===== config.mk =====
export PLATFORM = sky130hd
export DESIGN_NAME = wave_capture
export DESIGN_NICKNAME = d
export VERILOG_FILES = /design/src/rtl/wave_capture.sv
export SDC_FILE = /design/constraint.sdc
export NUM_CORES = 1
export LEC_CHECK = 0
export ABC_AREA = 1
export BUFFER_PORTS_ARGS = -buffer_cell sky130_fd_sc_hd__buf_2
export CORE_MARGIN = 2
export CORE_UTILIZATION = 46
export DETAILED_ROUTE_END_ITERATION = 8
export PLACE_DENSITY_LB_ADDON = 0.15
export SETUP_SLACK_MARGIN = 0.02
export SLEW_MARGIN = 20
export SYNTH_ARGS = -nofsm -noshare
export SYNTH_HDL_FRONTEND = slang
export SYNTH_SLANG_ARGS = --single-unit

===== constraint.sdc =====
create_clock -name clk -period 4.9 [get_ports clk]
set_clock_uncertainty 0.1 [all_clocks]
set_input_delay 0.49 -clock clk [delete_from_list [all_inputs] [get_ports clk]]
set_output_delay 0.49 -clock clk [all_outputs]
set_load 0.1 [all_outputs]

===== src/rtl/wave_capture.sv =====
// Scope capture writer: arms, waits for a level crossing, then writes a decimated,
// scaled record to the sample RAM. Define WAVE_CAPTURE_AUTO_TRIGGER_EN for the auto-trigger timeout.
module wave_capture #(
    parameter int ADDR_WIDTH = 10,
    parameter int DATA_WIDTH = 16,
    parameter int ADC_WIDTH  = 8,
    parameter int DEPTH      = 100,
    parameter int H          = 100,
    parameter int SHIFT      = 1,
    parameter int TIMEOUT    = 100000
) (
    input  logic                  clk,
    input  logic                  reset,
    input  logic                  adc_valid,
    input  logic [ADC_WIDTH-1:0]  adc_data,
    input  logic [ADC_WIDTH-1:0]  trig_level,
    input  logic                  trig_rising,
    input  logic [7:0]            decim,
    input  logic                  arm,
    output logic                  wr_en,
    output logic [ADDR_WIDTH-1:0] wr_addr,
    output logic [DATA_WIDTH-1:0] wr_data,
    output logic                  armed,
    output logic                  capturing,
    output logic                  done
);

    localparam logic [1:0] S_IDLE    = 2'd0;
    localparam logic [1:0] S_ARMED   = 2'd1;
    localparam logic [1:0] S_CAPTURE = 2'd2;
    localparam logic [1:0] S_DONE    = 2'd3;

    localparam logic [ADDR_WIDTH-1:0] LAST_ADDR = ADDR_WIDTH'(DEPTH - 1);

    if (DEPTH < 1 || DEPTH > (1 << ADDR_WIDTH) || TIMEOUT < 1) begin : g_param_check
        $error("wave_capture: DEPTH must be 1..2**ADDR_WIDTH and TIMEOUT at least 1");
    end

    logic [1:0]            state_q, state_d;
    logic                  wr_en_q, wr_en_d;
    logic [ADDR_WIDTH-1:0] wr_addr_q, wr_addr_d;
    logic [DATA_WIDTH-1:0] wr_data_q, wr_data_d;
    logic [7:0]            dec_cnt_q, dec_cnt_d;
    logic [ADC_WIDTH-1:0]  prev_q, prev_d;
    logic                  prev_valid_q, prev_valid_d;

    logic                  arm_accept;
    logic                  edge_hit;
    logic                  auto_hit;
    logic                  trigger;
    logic [ADDR_WIDTH-1:0] next_addr;
    logic [ADC_WIDTH-1:0]  shifted;
    logic [31:0]           sample_ext;
    logic [31:0]           clamped;
    logic [DATA_WIDTH-1:0] scaled;

    assign arm_accept = arm && (state_q == S_IDLE || state_q == S_DONE);

    // Screen y grows downward, so the clamped sample is flipped against H.
    always_comb begin
        shifted    = adc_data >> SHIFT;
        sample_ext = 32'(shifted);
        clamped    = (sample_ext > 32'(H)) ? 32'(H) : sample_ext;
        scaled     = DATA_WIDTH'(32'(H) - clamped);
    end

    always_comb begin
        edge_hit = 1'b0;
        if (adc_valid && prev_valid_q) begin
            if (trig_rising) begin
                edge_hit = (prev_q < trig_level) && (adc_data >= trig_level);
            end else begin
                edge_hit = (prev_q > trig_level) && (adc_data <= trig_level);
            end
        end
    end

`ifdef WAVE_CAPTURE_AUTO_TRIGGER_EN
    localparam int TO_W = (TIMEOUT < 2) ? 1 : $clog2(TIMEOUT + 1);
    localparam logic [TO_W-1:0] TO_LIMIT = TO_W'(TIMEOUT - 1);

    logic [TO_W-1:0] timeout_q, timeout_d;

    // Saturates at the limit so a long quiet input keeps the force pending.
    always_comb begin
        timeout_d = timeout_q;
        if (arm_accept) begin
            timeout_d = '0;
        end else if (state_q == S_ARMED && timeout_q != TO_LIMIT) begin
            timeout_d = timeout_q + 1'b1;
        end
    end

    always_ff @(posedge clk or posedge reset) begin
        if (reset) begin
            timeout_q <= '0;
        end else begin
            timeout_q <= timeout_d;
        end
    end

    assign auto_hit = adc_valid && (timeout_q == TO_LIMIT);
`else
    assign auto_hit = 1'b0;
`endif

    assign trigger   = (state_q == S_ARMED) && (edge_hit || auto_hit);
    assign next_addr = wr_addr_q + 1'b1;

    always_comb begin
        state_d      = state_q;
        wr_en_d      = 1'b0;
        wr_addr_d    = wr_addr_q;
        wr_data_d    = wr_data_q;
        dec_cnt_d    = dec_cnt_q;
        prev_d       = prev_q;
        prev_valid_d = prev_valid_q;

        case (state_q)
            S_IDLE, S_DONE: begin
                if (arm_accept) begin
                    state_d      = S_ARMED;
                    prev_valid_d = 1'b0;
                    wr_addr_d    = '0;
                end
            end
            S_ARMED: begin
                if (adc_valid) begin
                    prev_d       = adc_data;
                    prev_valid_d = 1'b1;
                end
                if (trigger) begin
                    wr_en_d   = 1'b1;
                    wr_addr_d = '0;
                    wr_data_d = scaled;
                    dec_cnt_d = decim;
                    state_d   = (LAST_ADDR == '0) ? S_DONE : S_CAPTURE;
                end
            end
            S_CAPTURE: begin
                if (adc_valid) begin
                    if (dec_cnt_q == '0) begin
                        wr_en_d   = 1'b1;
                        wr_addr_d = next_addr;
                        wr_data_d = scaled;
                        dec_cnt_d = decim;
                        if (next_addr == LAST_ADDR) begin
                            state_d = S_DONE;
                        end
                    end else begin
                        dec_cnt_d = dec_cnt_q - 1'b1;
                    end
                end
            end
            default: state_d = S_IDLE;
        endcase
    end

    always_ff @(posedge clk or posedge reset) begin
        if (reset) begin
            state_q      <= S_IDLE;
            wr_en_q      <= 1'b0;
            wr_addr_q    <= '0;
            wr_data_q    <= '0;
            dec_cnt_q    <= '0;
            prev_q       <= '0;
            prev_valid_q <= 1'b0;
        end else begin
            state_q      <= state_d;
            wr_en_q      <= wr_en_d;
            wr_addr_q    <= wr_addr_d;
            wr_data_q    <= wr_data_d;
            dec_cnt_q    <= dec_cnt_d;
            prev_q       <= prev_d;
            prev_valid_q <= prev_valid_d;
        end
    end

    assign wr_en     = wr_en_q;
    assign wr_addr   = wr_addr_q;
    assign wr_data   = wr_data_q;
    assign armed     = (state_q == S_ARMED);
    assign capturing = (state_q == S_CAPTURE);
    assign done      = (state_q == S_DONE);

endmodule


After elaboration in Yosys (flattened, before gate mapping)
Index checks and enable logic that the tools add are counted.
W data, S select, Z words.
- add/subtract/negate cells: 3
- reduce and logical (&&, ||, !) cells: 17
- mux-type cells: 29
- equality and inequality tests: 10
- order comparisons: 5
- operators with widths (operator ; number):
    $mux W16 ; 3
    $mux W10 ; 4
    $pmux W16 S2 ; 1
    $pmux W10 S3 ; 1
    $mux W8 ; 3
    $pmux W8 S2 ; 1
    $add A10 B1 Y10 const B ; 1
    $eq A10 B7 Y1 const B ; 1
    $mux W2 ; 5
    $ge A8 B8 Y1 ; 1
    $gt A8 B8 Y1 ; 1
    $le A8 B8 Y1 ; 1
    $logic_not A8 Y1 ; 1
    $lt A8 B8 Y1 ; 1
    $ne A2 B2 Y1 const B ; 4
    $reduce_and A4 Y1 ; 2
    $sub A7 B7 Y8 const A ; 1
    $sub A8 B1 Y8 const B ; 1
    $gt A7 B7 Y1 const B ; 1
    $mux W1 ; 7
    $mux W7 ; 1
    $pmux W2 S3 ; 1
    $reduce_and A3 Y1 ; 2
    $logic_and A1 B1 Y1 ; 5
    other kinds (10) ; 14
- logic and storage cells: 71
- input bits: 29
- flip-flop bits (word level): 46

Logic depth before layout (Yosys ltp)
- word-level depth: 7
- mapped depth: 17
- mapped depth without buffers: 16

Least setup slack after synthesis
No wires, ideal clock.
- path kind: reg-to-reg
- start point: reg wr_addr_q[0], in the netlist wr_addr[0]
- end point: reg state_q[0]
- cell stages (with the launch flop): 15
- data arrival time: 2342 ps
- path slack: 2342 ps
- data required time: 4683 ps
- period minus slack after synthesis: 2558 ps
- library setup time: 117 ps
- path through: dfrtp_1 ha_1 nand3_1 inv_1 nand2_1 nand2_1 nand3_1 nor2_1 nand3_1 nand2_1 nand2_2 nor2_4 nand2_1 nand2_1 nand2_1
- longest elaborated chain between the ends: 4
- ends and longest elaborated chain (item ; RTL line ; source):
    start: declaration ; 41 ; logic [ADDR_WIDTH-1:0] wr_addr_q, wr_addr_d;
    start signal: assignment ; 171 ; wr_addr_q <= wr_addr_d;
    $add A10 B1 Y10 ; 108 ; assign next_addr = wr_addr_q + 1'b1;
    $eq A10 B7 Y1 ; 147 ; if (next_addr == LAST_ADDR) begin
    $ne A2 B1 Y1 (no source line) ; -- ;
    $reduce_and A5 Y1 (no source line) ; -- ;
    end signal: assignment ; 169 ; state_q <= state_d;
    end: declaration ; 39 ; logic [1:0] state_q, state_d;
Every way passes these cells.
A chain may end at the register's enable or synchronous reset.

Final worst setup path
- start point: reg prev_q[7]
- end point: reg dec_cnt_q[7]
- longest elaborated chain between the ends: 7
- elaborated cells between the ends (all ways): 9
- classes of those cells: order compare (2); eq/ne (1); mux (2); reduce/logical (4)
- ends and longest elaborated chain (item ; RTL line ; source):
    start: declaration ; 44 ; logic [ADC_WIDTH-1:0] prev_q, prev_d;
    start signal: assignment ; 174 ; prev_q <= prev_d;
    $gt A8 B8 Y1 or $lt A8 B8 Y1 (tied branches) ; 73, 71 ;
    $logic_and A1 B1 Y1 (on tied branches) ; 73, 71 ;
    $mux W1 * ; 70 ; if (trig_rising) begin
    $mux W1 * ; 69 ; if (adc_valid && prev_valid_q) begin
    $logic_and A1 B1 Y1 * ; 107 ; assign trigger = (state_q == S_ARMED) && (edge_hit || auto_hit);
    $ne A2 B2 Y1 (no source line) * ; -- ;
    $reduce_and A3 Y1 (no source line) * ; -- ;
    end signal: assignment ; 173 ; dec_cnt_q <= dec_cnt_d;
    end: declaration ; 43 ; logic [7:0] dec_cnt_q, dec_cnt_d;
Mark *: on every way between the ends. The rest lies on a longest branch, timed or not.

==> run_results.csv <==
group,metric,value,unit
run_status,outcome,"completed",
synthesis,syn_nets,445,
finish,fillers,632,
timing,fmax,389,MHz
min_path,hold_class,"primary input to asynchronous set/reset pin",
synthesis,synthArstFlopShare,100,%
routing,wl_per_cell,11.8,um
grt,grt_start_max_net_pins,39,
clock_network,post_cts_resize_count,0,
grt,overflow,0,
synthesis,syn_inst,391,
placed_design,portBuffers,58,
floorplanning,core-area,5920,um2
finish,final_nets,496,
clock_network,cts_sinks,38,
synthesis,synthFlopType,"dfrtp_1",
finish,layout-drive-gt1-share,19.0,%
worst_setup_path,worst_path_most_repeated_cell,"nand2_1",
grt,first_global_vias,2330,
clock_network,clock_path_buffers,2,
synthesis,ys_seq_elements,38,
worst_setup_path,slowest_delay,0.48,ns
timing,hold_viol,0,
power,power.leakage,1.84,nW
worst_setup_path,reg2reg_from,"prev_q[7]",
worst_setup_path,cp_slowest_cell,"nand2_2",
routing,vias,2571,
synthesis,ys_types,30,
synthesis,seq_area_frac_synth,33.8,%
finish,final_common_cell,"nand2_1",
timing,finalCritPeriodShare,52.5,%
clock_network,clkLatencyLatePin,0.29,ns
synthesis,synth-edff-count,0,
clock_network,hold_buffers,0,
floorplanning,chipWidth,82.2,um
finish,final_cell_mix,"nand2_1 (132), buf_2 (58), inv_1 (47)",
synthesis,ys.warnings.count,0,
floorplanning,die_y,82.2,um
worst_setup_path,crit_path_end_kind,"flop",
finish,syn2layout_area_growth,13.7,%
clock_network,clk_pin_slew,0.08,ns
clock_network,cts_htree_levels,2,
routing,dr.first_iter.drc_count,97,
clock_network,cts_buffers,5,
routing,routed_wl,6.14,mm
worst_setup_path,cp.required,4.99,ns
routing,dr.pass1.iters,4,
routing,drc_errors,0,
synthesis,syn_avg_cell_area,7.19,um2
routing,via_per_inst,4.96,
synthesis,synth_area,2810,um2
finish,antenna_cells,0,
floorplanning,rows,28,
grt,antenna_found_initial,0,
worst_setup_path,cp_cell_sequence,"ha_1 -> a21oi_1 -> nand2_1 -> a21oi_1 -> nand2_1 -> nand2_1 -> nand3_1 -> nand2_2 -> nand2_1 -> nand2_1 -> nand2_1",
timing,min_period,2.57,ns
placed_design,finalWeightedCongestion,0.820,
clock_network,tritoncts,"done",
timing,drv_slew,0,
routing,drtAntennaViolNets,0,
floorplanning,ios,59,
worst_setup_path,criticalPathCategory,"flop to flop",
timing,relSlewSlack,57.9,%
clock_network,cts-root-buf,"clkbuf_8",
grt,grtUsageTotal,20.1,%
grt,grt_first_pass_wirelength,10.5,mm
power,ir_drop,0.332,mV
synthesis,synth-simple-area-share,34.0,%
placed_design,hpwl,4.51,mm
power,power_density,605,nW/um2
clock_network,post-cts-setup-buffers,0,
floorplanning,initial_core_util,47.5,%
synthesis,synth_fa_ha_area_share,11.1,%
synthesis,synth_top_family_by_area,"simple AND/OR/NAND/NOR gates",
synthesis,synthXorXnorAreaFrac,2.49,%
timing,worst_pin_slew,0.628,ns
worst_setup_path,setup.worst_path.start,"prev_q[7]",
synthesis,synth_compound_area_share,6.67,%
power,p_total,1.93,mW
worst_setup_path,start_kind,"flop",
worst_setup_path,crit_arrival,2.66,ns
floorplanning,fp.dieArea,6760,um2
timing,tns,0,ns
timing,setup_viol,0,
synthesis,muxShareOfSynthArea,1.20,%
timing,rsz0062_at_grt,"false",
worst_setup_path,path_max_fanout,32,
job,timing.max_cap.violations,0,
==> layer usage <==
metal	vias up	GRT usage, %	wire length (um)	part of all wire, %
met1	1170	27.8	3010	49
met4	0	6.17	83	1.4
met3	6	3.70	277	4.5
met2	63	31.6	2770	45
li1	1332	-	-	-
met5	-	0	0	0
==> synthesized netlist by cell type (3+ instances only) <==
| master | count | area, um2 |
|---|---|---|
| mux2_2 | 3 | 33.8 |
| nor3_1 | 5 | 25.0 |
| dfrtp_1 | 38 | 951 |
| nand4_1 | 4 | 25.0 |
| nor2_1 | 25 | 93.8 |
| nand3_1 | 38 | 190 |
| nand2_1 | 132 | 495 |
| ha_1 | 25 | 313 |
| a21oi_1 | 9 | 45.0 |
| nand2_2 | 3 | 18.8 |
| buf_4 | 12 | 90.1 |
| nor2_4 | 4 | 45.0 |
| o21ai_0 | 17 | 85.1 |
| xor2_1 | 7 | 61.3 |
| nand3b_1 | 4 | 30.0 |
| inv_1 | 47 | 176 |
==> registers in the layout, indices dropped and copies added (netlist names) <==
register / count
wr_data: 8
wr_en: 1
prev_q: 8
dec_cnt_q: 8
wr_addr: 10
state_q: 2
prev_valid_q: 1
==> cells by family after synthesis <==
family	Yosys count
DFF	38
AOI/OAI and AO/OA	34
muxes	3
and+or+nand+nor	219
xor gates and xnor gates	8
buffers and inverters	64
adders and majority gates	25
==> worst max-delay path: cells and delay by family, from the launching register on <==
family	cells	cell delay, ns
AND/OR/NAND/NOR	8	1.34
AO/OA/AOI/OAI	2	0.31
flip-flops	1	0.39
adder cells (fa/ha/maj)	1	0.31
==> layout make-up <==
class                   instances  area [um2]  area share, %
inverters                      49         184           5.75
well taps                      75        93.8           2.94
repair buffers                 59         298           9.32
multi-input cells             289        1560           48.8
flip-flops and latches         38         951           29.7
clock inverters                 3        40.0           1.25
clock buffers                   5        68.8           2.15
==> report_power, final <==
group,internal (mW),switching (mW),total [mW]
logic,0.295,0.853,1.15
registers,0.428,0.0880,0.516
clock network,0.150,0.119,0.269
total,0.873,1.06,1.93
==> final timing paths <==
| kind | depth (start not counted) | end | slack [ns] |
|---|---|---|---|
| max | 11 | dec_cnt_q[7] | 2.33 |
| max in group asynchronous | 3 | prev_q[4] | 4.13 |
| min reg2reg | 2 | wr_data[2] | 0.37 |
| min in group clk | 2 | wr_data[2] | 0.37 |
| max reg2reg | 11 | dec_cnt_q[7] | 2.33 |
| min | 3 | wr_data[5] | 0.20 |
==> metrics by stage <==
stage / setup WS, ns / hold slack, ns / utilization, % / cell area [um2] / instances
3_5_place_dp: 2.04 / 0.354 / 52.2 / 3090 / 510
6_report: 2.33 / 0.202 / 54.0 / 3200 / 518
4_1_cts: 2.28 / 0.220 / 54.0 / 3200 / 518
5_1_grt: 2.01 / 0.274 / 54.0 / 3200 / 518
3_3_place_gp: 2.14 / 0.350 / 52.2 / 3090 / 510
2_1_floorplan: 2.34 / 0.353 / - / 2810 / 391
No activity file was read; power rests on OpenSTA's default activity.
